<file path="src/rtl/multicycle_controller_if.sv">
// Handshake/strobe bundle between the multi-cycle sequencer and its memories/datapath.
// The master modport is the controller side; the slave modport is the memory/datapath side.
interface multicycle_controller_if #(
    parameter int unsigned CNT_W = 16
) ();

    logic [2:0]       OpCode;
    logic             InstrReady;
    logic             MemReady;
    logic             InstrReq;
    logic             InstrRegEnable;
    logic             PCWriteEnable;
    logic             MemReq;
    logic             MemWriteEnable;
    logic             RegWriteEnable;
    logic             ResultSrc;
    logic             MemError;
    logic [2:0]       State;
    logic [CNT_W-1:0] RetireCount;

    modport master (
        input  OpCode,
        input  InstrReady,
        input  MemReady,
        output InstrReq,
        output InstrRegEnable,
        output PCWriteEnable,
        output MemReq,
        output MemWriteEnable,
        output RegWriteEnable,
        output ResultSrc,
        output MemError,
        output State,
        output RetireCount
    );

    modport slave (
        output OpCode,
        output InstrReady,
        output MemReady,
        input  InstrReq,
        input  InstrRegEnable,
        input  PCWriteEnable,
        input  MemReq,
        input  MemWriteEnable,
        input  RegWriteEnable,
        input  ResultSrc,
        input  MemError,
        input  State,
        input  RetireCount
    );

endinterface

</file>
<file path="src/rtl/multicycle_controller.sv">
// Multi-cycle FETCH/DECODE/EXEC/MEM/WB sequencer for the 3-bit-opcode core, with
// memory-timeout error reporting and a wrapping retired-instruction counter.
module multicycle_controller #(
    parameter int unsigned MEM_TIMEOUT = 16,
    parameter int unsigned CNT_W       = 16
) (
    input  logic                   clk,
    input  logic                   rst,
    multicycle_controller_if.master bus
);

    typedef enum logic [2:0] {
        FETCH  = 3'd0,
        DECODE = 3'd1,
        EXEC   = 3'd2,
        MEM    = 3'd3,
        WB     = 3'd4
    } state_t;

    localparam logic [2:0] OP_LOAD  = 3'b000;
    localparam logic [2:0] OP_STORE = 3'b100;
    localparam logic [2:0] OP_RESET = 3'b001;

    localparam int unsigned TO_W = (MEM_TIMEOUT > 1) ? $clog2(MEM_TIMEOUT) : 1;
    localparam logic [TO_W-1:0] TO_LAST = TO_W'(MEM_TIMEOUT - 1);

    state_t           state;
    logic [2:0]       op;
    logic [TO_W-1:0]  to_cnt;
    logic [CNT_W-1:0] retire_count;

    logic is_load;
    logic is_store;
    logic timeout;

    always_comb begin
        is_load  = (op == OP_LOAD);
        is_store = (op == OP_STORE);
        // Ready in the final allowed cycle takes precedence over the timeout.
        timeout  = (MEM_TIMEOUT != 0) && (to_cnt == TO_LAST) && !bus.MemReady;
    end

    always_ff @(posedge clk) begin
        if (rst) begin
            state        <= FETCH;
            op           <= OP_RESET;
            to_cnt       <= '0;
            retire_count <= '0;
        end else begin
            case (state)
                FETCH: begin
                    if (bus.InstrReady) begin
                        state <= DECODE;
                    end
                end
                DECODE: begin
                    op    <= bus.OpCode;
                    state <= EXEC;
                end
                EXEC: begin
                    to_cnt <= '0;
                    state  <= (is_load || is_store) ? MEM : WB;
                end
                MEM: begin
                    if (bus.MemReady) begin
                        if (is_store) begin
                            state        <= FETCH;
                            retire_count <= retire_count + CNT_W'(1);
                        end else begin
                            state <= WB;
                        end
                    end else if (timeout) begin
                        state <= FETCH;
                    end else begin
                        to_cnt <= to_cnt + TO_W'(1);
                    end
                end
                WB: begin
                    state        <= FETCH;
                    retire_count <= retire_count + CNT_W'(1);
                end
                default: begin
                    state <= FETCH;
                end
            endcase
        end
    end

    // Strobes are decoded from state and latched opcode; reset masks them all.
    always_comb begin
        bus.InstrReq       = 1'b0;
        bus.InstrRegEnable = 1'b0;
        bus.PCWriteEnable  = 1'b0;
        bus.MemReq         = 1'b0;
        bus.MemWriteEnable = 1'b0;
        bus.RegWriteEnable = 1'b0;
        bus.ResultSrc      = 1'b1;
        bus.MemError       = 1'b0;
        if (!rst) begin
            case (state)
                FETCH: begin
                    bus.InstrReq       = 1'b1;
                    bus.InstrRegEnable = bus.InstrReady;
                    bus.PCWriteEnable  = bus.InstrReady;
                end
                MEM: begin
                    bus.MemReq         = 1'b1;
                    bus.MemWriteEnable = is_store;
                    bus.MemError       = timeout;
                end
                WB: begin
                    bus.RegWriteEnable = 1'b1;
                    bus.ResultSrc      = !is_load;
                end
                default: begin
                end
            endcase
        end
    end

    assign bus.State       = state;
    assign bus.RetireCount = retire_count;

    a_no_dual_write: assert property (@(posedge clk)
        !(bus.RegWriteEnable && bus.MemWriteEnable));

    a_error_only_in_mem: assert property (@(posedge clk)
        bus.MemError |-> (state == MEM));

endmodule

</file>
<file path="src/flat_wrapper.sv">
// flat-port wrapper written by rule: the top's interface ports become plain ports
module multicycle_controller_flat 
#(
    parameter int unsigned MEM_TIMEOUT = 16,
    parameter int unsigned CNT_W       = 16
)
  (clk, rst, bus_OpCode, bus_InstrReady, bus_MemReady, bus_InstrReq, bus_InstrRegEnable, bus_PCWriteEnable, bus_MemReq, bus_MemWriteEnable, bus_RegWriteEnable, bus_ResultSrc, bus_MemError, bus_State, bus_RetireCount);
  multicycle_controller_if #(.CNT_W(CNT_W)) bus_i ();
  input  logic clk;
  input  logic rst;
  input wire logic [$bits(bus_i.OpCode)-1:0] bus_OpCode;
  input wire logic [$bits(bus_i.InstrReady)-1:0] bus_InstrReady;
  input wire logic [$bits(bus_i.MemReady)-1:0] bus_MemReady;
  output wire logic [$bits(bus_i.InstrReq)-1:0] bus_InstrReq;
  output wire logic [$bits(bus_i.InstrRegEnable)-1:0] bus_InstrRegEnable;
  output wire logic [$bits(bus_i.PCWriteEnable)-1:0] bus_PCWriteEnable;
  output wire logic [$bits(bus_i.MemReq)-1:0] bus_MemReq;
  output wire logic [$bits(bus_i.MemWriteEnable)-1:0] bus_MemWriteEnable;
  output wire logic [$bits(bus_i.RegWriteEnable)-1:0] bus_RegWriteEnable;
  output wire logic [$bits(bus_i.ResultSrc)-1:0] bus_ResultSrc;
  output wire logic [$bits(bus_i.MemError)-1:0] bus_MemError;
  output wire logic [$bits(bus_i.State)-1:0] bus_State;
  output wire logic [$bits(bus_i.RetireCount)-1:0] bus_RetireCount;
  assign bus_i.OpCode = bus_OpCode;
  assign bus_i.InstrReady = bus_InstrReady;
  assign bus_i.MemReady = bus_MemReady;
  assign bus_InstrReq = bus_i.InstrReq;
  assign bus_InstrRegEnable = bus_i.InstrRegEnable;
  assign bus_PCWriteEnable = bus_i.PCWriteEnable;
  assign bus_MemReq = bus_i.MemReq;
  assign bus_MemWriteEnable = bus_i.MemWriteEnable;
  assign bus_RegWriteEnable = bus_i.RegWriteEnable;
  assign bus_ResultSrc = bus_i.ResultSrc;
  assign bus_MemError = bus_i.MemError;
  assign bus_State = bus_i.State;
  assign bus_RetireCount = bus_i.RetireCount;
  multicycle_controller #(.MEM_TIMEOUT(MEM_TIMEOUT), .CNT_W(CNT_W)) u_core (.clk(clk), .rst(rst), .bus(bus_i));
endmodule
</file>
<file path="config.mk">
export PLATFORM = sky130hd
export DESIGN_NAME = multicycle_controller_flat
export DESIGN_NICKNAME = d
export VERILOG_FILES = /design/src/rtl/multicycle_controller_if.sv /design/src/rtl/multicycle_controller.sv /design/src/flat_wrapper.sv
export SDC_FILE = /design/constraint.sdc
export NUM_CORES = 1
export LEC_CHECK = 0
export BUFFER_PORTS_ARGS = -buffer_cell sky130_fd_sc_hd__buf_2
export CORE_MARGIN = 1
export CORE_UTILIZATION = 47
export DETAILED_ROUTE_END_ITERATION = 16
export PLACE_DENSITY = 0.87
export SLEW_MARGIN = 20
export SYNTH_ARGS = -nofsm -noshare
export SYNTH_HDL_FRONTEND = slang
export SYNTH_SLANG_ARGS = --single-unit
</file>
<file path="constraint.sdc">
create_clock -name clk -period 1.45 [get_ports clk]
set_input_delay 0.29 -clock clk [delete_from_list [all_inputs] [get_ports clk]]
set_output_delay 0.29 -clock clk [all_outputs]
set_load 0.01 [all_outputs]
</file>
==> impl_metrics.csv, run 1 <==
group,metric,value,unit
placement,portBuffers,33,
clocking,numCtsBuffers,3,
floorplan,start_util,49.1,%
grt,grt_pass1_vias,1343,
timing,grt_setup_unrepaired,"yes",
clocking,cts_root_buf,"clkbuf_4",
grt,grt_pass1_wl,6170,um
final_layout,syn_to_final_growth,63.6,%
yosys,ys.flop_type,"dfxtp_1",
grt,grt_max_degree,29,
yosys,async_flop_share,0,%
floorplan,io_pins,34,
final_layout,postLayoutCellArea,0.00220,mm2
clocking,clock_path_buffers,2,
timing,worstMarginPinSlew,0.403,ns
final_layout,nets,244,
pwr,report.power.total,1.37,mW
drt,vias,1723,
drt,vias_per_cell,6.50,
yosys,syn_inst,161,
worst_hold_path,hold_path_class,"input port to flip-flop",
setup_path,path_cells,"buf_6 -> nor3b_4 -> a22oi_2 -> buf_4 -> clkbuf_16 -> or3_1 -> a21oi_1",
pwr,leakagePower,0.923,nW
setup_path,slowest_delay,0.41,ns
timing,timing.final.crit_share,122,%
yosys,yosysSeqAreaShare,38.8,%
placement,post-dp-hpwl,2420,um
clocking,tritoncts,"built",
clocking,path_clk_slew,0.15,ns
drt,final_antenna_net_count,0,
setup_path,critical_path_class,"flip-flop to flip-flop",
drt,drt_pre_antenna_iters,7,
timing,maxSlewHeadroom,73.2,%
final_layout,drive_gt1_share,58.1,%
drt,routed_wl,5290,um
setup_path,cp-start-kind,"flip-flop",
setup_path,critical_path.top_delay_family,"simple AND/OR/NAND/NOR gates",
drt,wl_per_cell,20.0,um
yosys,synth_area_per_cell,8.34,um2
yosys,synth.cell_area,0.00134,mm2
setup_path,crit_slowest_cell,"dfxtp_4",
setup_path,crit_required,1.72,ns
final_layout,final_common_cell,"buf_4",
floorplan,row_count,19,
placement,postPlaceCellArea,0.00173,mm2
pwr,powerDensity,626,mW/mm2
placement,place_inst,239,
setup_path,path_max_fanout,7,
run,maxCapViolations,0,
placement,gp_congestion,0.858,
yosys,ys_seq_elements,26,
setup_path,critPathCaptureType,"flip-flop",
final_layout,final_util,80.3,%
grt,track_usage,24.7,%
drt,drc_errors,0,
final_layout,most-common-layout-cells,"34 x buf_4, 31 x buf_2, 11 x dfxtp_1, 11 x dfxtp_2, 10 x buf_6",
final_layout,fin_cells,265,
timing,hold_violations,0,
grt,grt-ovfl-total,0,
setup_path,critPathArrivalTime,2.04,ns
floorplan,die_x,55.4,um
yosys,synth_nets,170,
timing,skew,0.00102,ns
floorplan,die_h,55.4,um
pwr,ir_worst_vdd,0.606,mV
timing,setup_violations,25,
yosys,synth_edf_count,0,
floorplan,design.core.area,0.00273,mm2
yosys,yosysWarnings,0,
clocking,clock_sinks,26,
timing,fin_crit,1.77,ns
grt,antenna_found_initial,0,
timing,timing.fmax,565,MHz
status,violations,"negative setup slack",
floorplan,die-area,0.00307,mm2
status,status,"finished with violations",
clocking,cts_max_level,1,
yosys,synth_cell_types,38,
final_layout,antenna_cells,0,
clocking,clk_latency,0.34,ns
drt,drt_iter0_markers,169,
timing,setup_ws,-0.320,ns
setup_path,cp_num_buf_inv,3,
timing,finalMaxSlewViolations,0,
synth_stat cells (2+ instances only):
| master | count | area share, % |
|---|---|---|
| a211o_1 | 2 | 1.3 |
| a21boi_0 | 2 | 1.1 |
| a21oi_1 | 17 | 6.3 |
| and2_1 | 4 | 1.9 |
| and3_1 | 2 | 0.93 |
| and4_1 | 2 | 1.3 |
| and4b_1 | 2 | 1.5 |
| buf_1 | 2 | 0.56 |
| buf_2 | 2 | 0.75 |
| buf_4 | 2 | 1.1 |
| buf_6 | 2 | 1.7 |
| clkbuf_1 | 3 | 0.84 |
| dfxtp_1 | 26 | 39 |
| ha_1 | 2 | 1.9 |
| inv_1 | 4 | 1.1 |
| mux2i_1 | 3 | 2.2 |
| nand2_1 | 9 | 2.5 |
| nand3_1 | 5 | 1.9 |
| nand3b_1 | 2 | 1.1 |
| nand4_1 | 6 | 2.8 |
| nor2_1 | 12 | 3.4 |
| nor2b_1 | 4 | 1.9 |
| nor3_1 | 4 | 1.5 |
| nor4_1 | 2 | 0.93 |
| o21ai_0 | 12 | 4.5 |
| o31ai_1 | 5 | 2.8 |
| or3_1 | 9 | 4.2 |
| or4_1 | 4 | 2.2 |
cells by family after synthesis:
| group | Yosys count | synth area share [%] |
|---|---|---|
| simple gates | 70 | 30.4 |
| compound gates | 42 | 18.8 |
| flops | 26 | 38.8 |
| buf+inv | 16 | 6.43 |
| mux | 4 | 3.08 |
| fa+ha+maj | 2 | 1.86 |
| xor+xnor | 1 | 0.652 |
repair_timing:
action,4_1_cts,5_1_grt
hold buffers,0,0
endpoints found under the setup margin,16,26
resized for setup,20,42
cloned,0,2
buffers inserted,6,14
pin swaps,3,12
endpoints found under the hold margin,0,0
flip-flops by register name, summed over array words and instances, names as in the netlist:
| signal | cells |
|---|---|
| u_core.bus.RetireCount | 16 |
| u_core.op | 3 |
| u_core.to_cnt | 4 |
| u_core.bus.State | 3 |
where the power goes:
group	total [mW]	switching, mW	internal [mW]	leakage, nW
Clock	0.392	0.237	0.154	0.0210
Sequential	0.736	0.0143	0.722	0.219
Combinational	0.246	0.122	0.125	0.683
per-stage QoR:
step                hold slack (ns)  setup TNS, ns  setup slack [ns]
floorplan                     0.408         -0.194           -0.0794
detailed placement            0.502         -0.232           -0.0898
global placement              0.498        -0.0139           -0.0139
global route                  0.142          -7.15            -0.347
finish                        0.157          -5.83            -0.320
CTS                           0.172          -1.27            -0.209
path summary, 6_finish.rpt:
kind              slack (ns)                                    from  cells past startpoint                                endpoint
hold reg to reg         0.53  u_core.bus.RetireCount[2]$_SDFFE_PP0P_                      2  u_core.bus.RetireCount[2]$_SDFFE_PP0P_
hold / removal          0.16                           bus_OpCode[0]                      2               u_core.op[0]$_SDFFE_PP1N_
setup reg to reg       -0.32        u_core.bus.State[1]$_SDFFE_PP0P_                      7  u_core.bus.RetireCount[8]$_SDFFE_PP0P_
setup / recovery       -0.32        u_core.bus.State[1]$_SDFFE_PP0P_                      7  u_core.bus.RetireCount[8]$_SDFFE_PP0P_
routing by layer:
metal  part of all wire, %  GRT usage, %  wire [um]
met4                   3.9          7.86        207
met2                    47          40.4       2490
met1                    40          33.3       2140
met5                     0             0          0
met3                   8.6          3.98        457
cell type report:
cell class	instances	area (um2)
fillers	141	538
repair buffers	81	643
multi-input cells	119	913
flip-flops and latches	26	549
inverters	4	15.0
well taps	31	38.8
clock buffers	4	36.3
(Power assumes the default switching activity.)
==> run 2: changes to the inputs <==
Settings changed: CORE_UTILIZATION 47 to 52, PLACE_DENSITY 0.87 to 0.9.
Clock period 1.45 ns to 1.9 ns, I/O delays scaled along.
==> run 2 against run 1 <==
Net effect:
- the flow finishes with violations (design-rule violations)
- routed wire length down 42%
- via count is 22% lower
- clock skew grew 0.0081 ns
- cell count is 16% lower
- sequential power fell by 23%
- sequential share of layout area rose by 7.8 points
- largest power group unchanged
==> impl_metrics.csv, run 2 (synthesis gave the netlist of run 1 again) <==
group,metric,value,unit
drt,final_antenna_net_count,0,
floorplan,io_pins,34,
final_layout,antenna_cells,0,
timing,timing.fmax,540,MHz
setup_path,path_max_fanout,10,
status,status,"finished with violations",
floorplan,die_x,52.8,um
floorplan,design.core.area,0.00245,mm2
setup_path,cp_num_buf_inv,2,
final_layout,drive_gt1_share,28.5,%
floorplan,die_h,52.8,um
timing,setup_violations,0,
placement,gp_congestion,0.808,
pwr,leakagePower,0.636,nW
setup_path,critical_path.top_delay_family,"simple AND/OR/NAND/NOR gates",
final_layout,final-seq-area,524,um2
timing,timing.final.crit_share,97.5,%
setup_path,path_cells,"buf_4 -> nand2_1 -> nor3_2 -> and3_1 -> buf_2",
floorplan,start_util,54.7,%
drt,drt_pre_antenna_iters,10,
final_layout,largest_reg_flops,16,
setup_path,critPathArrivalTime,1.47,ns
timing,fin_crit,1.85,ns
timing,maxSlewHeadroom,73.1,%
drt,wl_per_cell,13.9,um
drt,vias_per_cell,6.01,
setup_path,r2r_slack,0.16,ns
pwr,combPwrFrac,10.3,%
clocking,clock_sinks,26,
grt,track_usage,24.0,%
setup_path,crit_required,1.52,ns
setup_path,crit_path_start,"u_core.bus.State[0]$_SDFFE_PP0P_",
drt,wl_met3,187,um
clocking,tritoncts,"built",
worst_hold_path,hold_path_class,"input port to flip-flop",
clocking,path_clk_slew,0.14,ns
drt,routed_wl,3090,um
floorplan,row_count,18,
placement,postPlaceCellArea,0.00154,mm2
final_layout,postLayoutCellArea,0.00160,mm2
worst_hold_path,hold_path_startpoint,"bus_OpCode[0]",
grt,grt_pass1_vias,1172,
drt,wl_met1,1350,um
timing,worstMarginPinSlew,0.399,ns
setup_path,critPathCaptureType,"primary output",
timing,skew,0.00916,ns
pwr,ir_worst_vdd,0.404,mV
drt,vias,1341,
run,maxCapViolations,0,
grt,grt-ovfl-total,0,
clocking,numCtsBuffers,3,
floorplan,die-area,0.00279,mm2
setup_path,ff2ff_path_depth,4,
pwr,seq_power_share,60.1,%
timing,setup_tns,0,ns
pwr,power.switching,0.229,mW
drt,drc_errors,2,
clocking,cts_hold_buf,0,
final_layout,filler_cell_count,186,
final_layout,multiInputGateArea,752,um2
pwr,report.power.total,0.943,mW
timing,finalMaxSlewViolations,0,
setup_path,reg2reg_from,"u_core.bus.RetireCount[7]$_SDFFE_PP0P_",
grt,grt_max_degree,28,
setup_path,cp-start-kind,"flip-flop",
grt,grt_pass1_wl,4930,um
clocking,clk_latency,0.32,ns
placement,portBuffers,33,
drt,drt_iter0_markers,66,
setup_path,critical_path_class,"flip-flop to primary output",
setup_path,r2r_end,"u_core.bus.RetireCount[15]$_SDFFE_PP0P_",
final_layout,most-common-layout-cells,"33 x buf_2, 23 x dfxtp_1, 17 x a21oi_1",
clocking,clock_path_buffers,2,
pwr,p_sw_share,24.3,%
setup_path,cp_num_cells,5,
clocking,cts_max_level,1,
final_layout,syn_to_final_growth,18.8,%
setup_path,slowest_delay,0.41,ns
pwr,powerDensity,591,mW/mm2
drt,highest_layer,"met4",
setup_path,critical_path.endpoint,"bus_MemWriteEnable",
status,violations,"design-rule violations",
final_layout,final_common_cell,"buf_2",
grt,antenna_found_initial,0,
pwr,p_int,0.713,mW
placement,post-dp-hpwl,2150,um
timing,hold_violations,0,
final_layout,nets,203,
setup_path,crit_slowest_cell,"dfxtp_2",
clocking,cts_root_buf,"clkbuf_4",
drt,routed-wl-met2,1490,um
pwr,p_clk_share,29.5,%
-- run 2: cell type report --
class	count	share of cell area (%)
multi-input cells	119	47.1
well taps	30	2.35
clock buffers	4	2.27
inverters	4	0.941
repair buffers	40	14.4
flip-flops and latches	26	32.9
-- run 2: stage by stage --
step           hold WS (ns)  util [%]  setup WS [ns]  std cells
5_1_grt               0.259      65.0        -0.0251        223
3_5_place_dp          0.492      62.7          0.153        219
4_1_cts               0.258      64.2        0.00180        223
2_1_floorplan         0.472         -          0.142        161
3_3_place_gp          0.481      62.7          0.206        219
6_report              0.261      65.0         0.0481        223
-- run 2: worst min path at each step --
stage	depth (start not counted)	to	slack, ns
global route	2	u_core.op[0]$_SDFFE_PP1N_	0.26
global placement	2	u_core.bus.RetireCount[6]$_SDFFE_PP0P_	0.48
CTS	2	u_core.op[0]$_SDFFE_PP1N_	0.26
detailed placement	2	u_core.bus.RetireCount[13]$_SDFFE_PP0P_	0.49
floorplan	2	u_core.to_cnt[2]$_SDFFE_PP0P_	0.47
finish	2	u_core.op[0]$_SDFFE_PP1N_	0.26
-- run 2: layer usage --
| layer | vias up | track usage [%] |
|---|---|---|
| li1 | 654 | - |
| met1 | 622 | 30.5 |
| met2 | 59 | 38.6 |
| met3 | 6 | 2.61 |
| met4 | 0 | 14.0 |
| met5 | - | 0 |
-- run 2: worst reg2reg max path, stage by stage, from the launching register on --
cell and delay [ns]:
dfxtp_1 0.41, and4_1 0.28, nand4_1 0.17, nor4_1 0.40, mux2_2 0.39
-- run 2: what timing repair did --
action                                  in CTS  in global routing
buffers inserted                             0                  0
gates resized for setup                      0                  7
endpoints found under the setup margin       0                  5
-- run 2: power groups by stage --
| stage | logic, mW | registers (mW) | clock network [mW] |
|---|---|---|---|
| after floorplan | 0.0614 | 0.575 | 0 |
| after global placement | 0.0894 | 0.576 | 0 |
| after detailed placement | 0.0927 | 0.577 | 0 |
| after CTS | 0.0938 | 0.565 | 0.291 |
| after global routing | 0.105 | 0.569 | 0.303 |
| final | 0.0974 | 0.567 | 0.278 |
==> run 3: changes to the inputs <==
Settings changed: CORE_ASPECT_RATIO set to 1.25, SKIP_LAST_GASP set to 1.
==> run 3 against run 2 <==
Net effect:
- the run now ends clean
- combinational power is 2.4% higher
- non-clock buffer count is 1 higher
- power is 1.6% higher
- count of clock-buffer cells in the layout stayed put
- via count is 0.89% higher
- setup slack better by 0.011 ns
- global-route usage is 1.1 points higher
==> impl_metrics.csv, run 3 (synthesis gave the netlist of run 1 again) <==
group,metric,value,unit
status,status,"finished clean",
drt,vias,1353,
floorplan,design.core.area,0.00243,mm2
pwr,seq_power_share,58.8,%
setup_path,path_max_fanout,6,
grt,antenna_found_initial,0,
clocking,tritoncts,"built",
drt,vias_per_cell,5.96,
clocking,cts_max_level,1,
grt,track_usage,25.1,%
clocking,cts_hold_buf,0,
floorplan,io_pins,34,
worst_hold_path,holdPathStages,2,
setup_path,critPathArrivalTime,1.46,ns
floorplan,start_util,55.3,%
timing,setup_violations,0,
drt,wl_per_cell,14.1,um
pwr,power.switching,0.245,mW
timing,skew,0.00387,ns
drt,routed_wl,3210,um
timing,timing.fmax,543,MHz
drt,drt_pre_antenna_iters,6,
placement,gp_congestion,0.828,
clocking,clock_path_buffers,2,
clocking,cts_root_buf,"clkbuf_4",
pwr,p_sw_share,25.6,%
final_layout,most-common-layout-cells,"33 x buf_2, 25 x dfxtp_1, 17 x a21oi_1",
final_layout,final_util,65.8,%
pwr,p_clk_share,30.8,%
grt,grt_pass1_vias,1217,
timing,grt_setup_unrepaired,"yes",
setup_path,critical_path_class,"flip-flop to primary output",
clocking,path_clk_slew,0.15,ns
pwr,ir_worst_vdd,0.467,mV
placement,portBuffers,33,
grt,grt_max_degree,23,
setup_path,crit_required,1.52,ns
setup_path,r2r_slack,0.20,ns
timing,hold_violations,0,
setup_path,ff2ff_path_depth,4,
pwr,powerDensity,600,mW/mm2
timing,worstMarginPinSlew,0.643,ns
pwr,leakagePower,0.636,nW
floorplan,row_count,20,
setup_path,critPathCaptureType,"primary output",
grt,grt_pass1_wl,5130,um
timing,timing.final.crit_share,96.9,%
setup_path,cp-start-kind,"flip-flop",
floorplan,die-area,0.00279,mm2
timing,hold_slack,0.233,ns
timing,fin_crit,1.84,ns
drt,drc_errors,0,
grt,grt-ovfl-total,0,
timing,setup_tns,0,ns
drt,drt_iter0_markers,24,
floorplan,die_h,58.8,um
timing,finalMaxSlewViolations,0,
final_layout,final_common_cell,"buf_2",
clocking,clk_latency,0.33,ns
placement,post-dp-hpwl,2310,um
final_layout,antenna_cells,0,
final_layout,drive_gt1_share,28.4,%
floorplan,die_x,47.4,um
pwr,p_int,0.713,mW
clocking,clock_sinks,26,
final_layout,syn_to_final_growth,18.9,%
worst_hold_path,hold_path_class,"input port to flip-flop",
final_layout,nets,204,
pwr,report.power.total,0.958,mW
clocking,numCtsBuffers,3,
timing,maxSlewHeadroom,57.0,%
pwr,combPwrFrac,10.4,%
drt,final_antenna_net_count,0,
final_layout,largest_reg_flops,16,
run,maxCapViolations,0,
[run 3: cell count changes in the layout (fill, tap and decap cells not counted), sizes merged]
cell and delta:
buf +1
[run 3: worst paths after layout]
check	from	to
max	u_core.bus.State[0]$_SDFFE_PP0P_	bus_PCWriteEnable
max reg2reg	u_core.bus.RetireCount[4]$_SDFFE_PP0P_	u_core.bus.RetireCount[13]$_SDFFE_PP0P_
min	bus_OpCode[0]	u_core.op[0]$_SDFFE_PP1N_
min reg2reg	u_core.bus.RetireCount[6]$_SDFFE_PP0P_	u_core.bus.RetireCount[6]$_SDFFE_PP0P_
[run 3: layer usage]
metal | vias up | GRT usage [%] | part of all wire, %
li1 | 654 | - | -
met1 | 657 | 30.3 | 42
met2 | 35 | 43.4 | 53
met3 | 7 | 1.84 | 3.8
met4 | 0 | 11.0 | 1.7
met5 | - | 0 | 0
[run 3: worst max-delay path, stage by stage (launching register included)]
cell and delay, ns:
dfxtp_2 0.37, buf_4 0.16, nor4_2 0.28, and2_1 0.18, buf_2 0.14
[run 3: timing repair]
| item | CTS | global route |
|---|---|---|
| setup buffers | 0 | 1 |
| pin swaps | 0 | 2 |
| gates resized for setup | 2 | 4 |
| endpoints found under the setup margin | 1 | 5 |
[run 3: power by group through the flow]
stage / Combinational, mW / Sequential [mW] / Clock, mW
after floorplan: 0.0614 / 0.575 / 0
after global placement: 0.0894 / 0.574 / 0
after CTS: 0.0957 / 0.562 / 0.292
after detailed placement: 0.0941 / 0.574 / 0
after global routing: 0.109 / 0.564 / 0.317
final: 0.0997 / 0.563 / 0.295
[run 3: final cells by class]
cell class	count	area, um2
Tap cell	33	41.3
Inverter	4	15.0
Timing Repair Buffer	41	225
Sequential cell	26	522
Clock buffer	4	36.3
Fill cell	207	831
Multi-Input combinational cell	119	757
[run 3: per-stage QoR]
stage	worst slack, ns	cells	instance area [um2]
2_1_floorplan	0.142	161	1340
3_5_place_dp	0.160	222	1530
4_1_cts	0.0112	226	1570
3_3_place_gp	0.230	222	1530
6_report	0.0596	227	1600
5_1_grt	-0.0113	227	1600
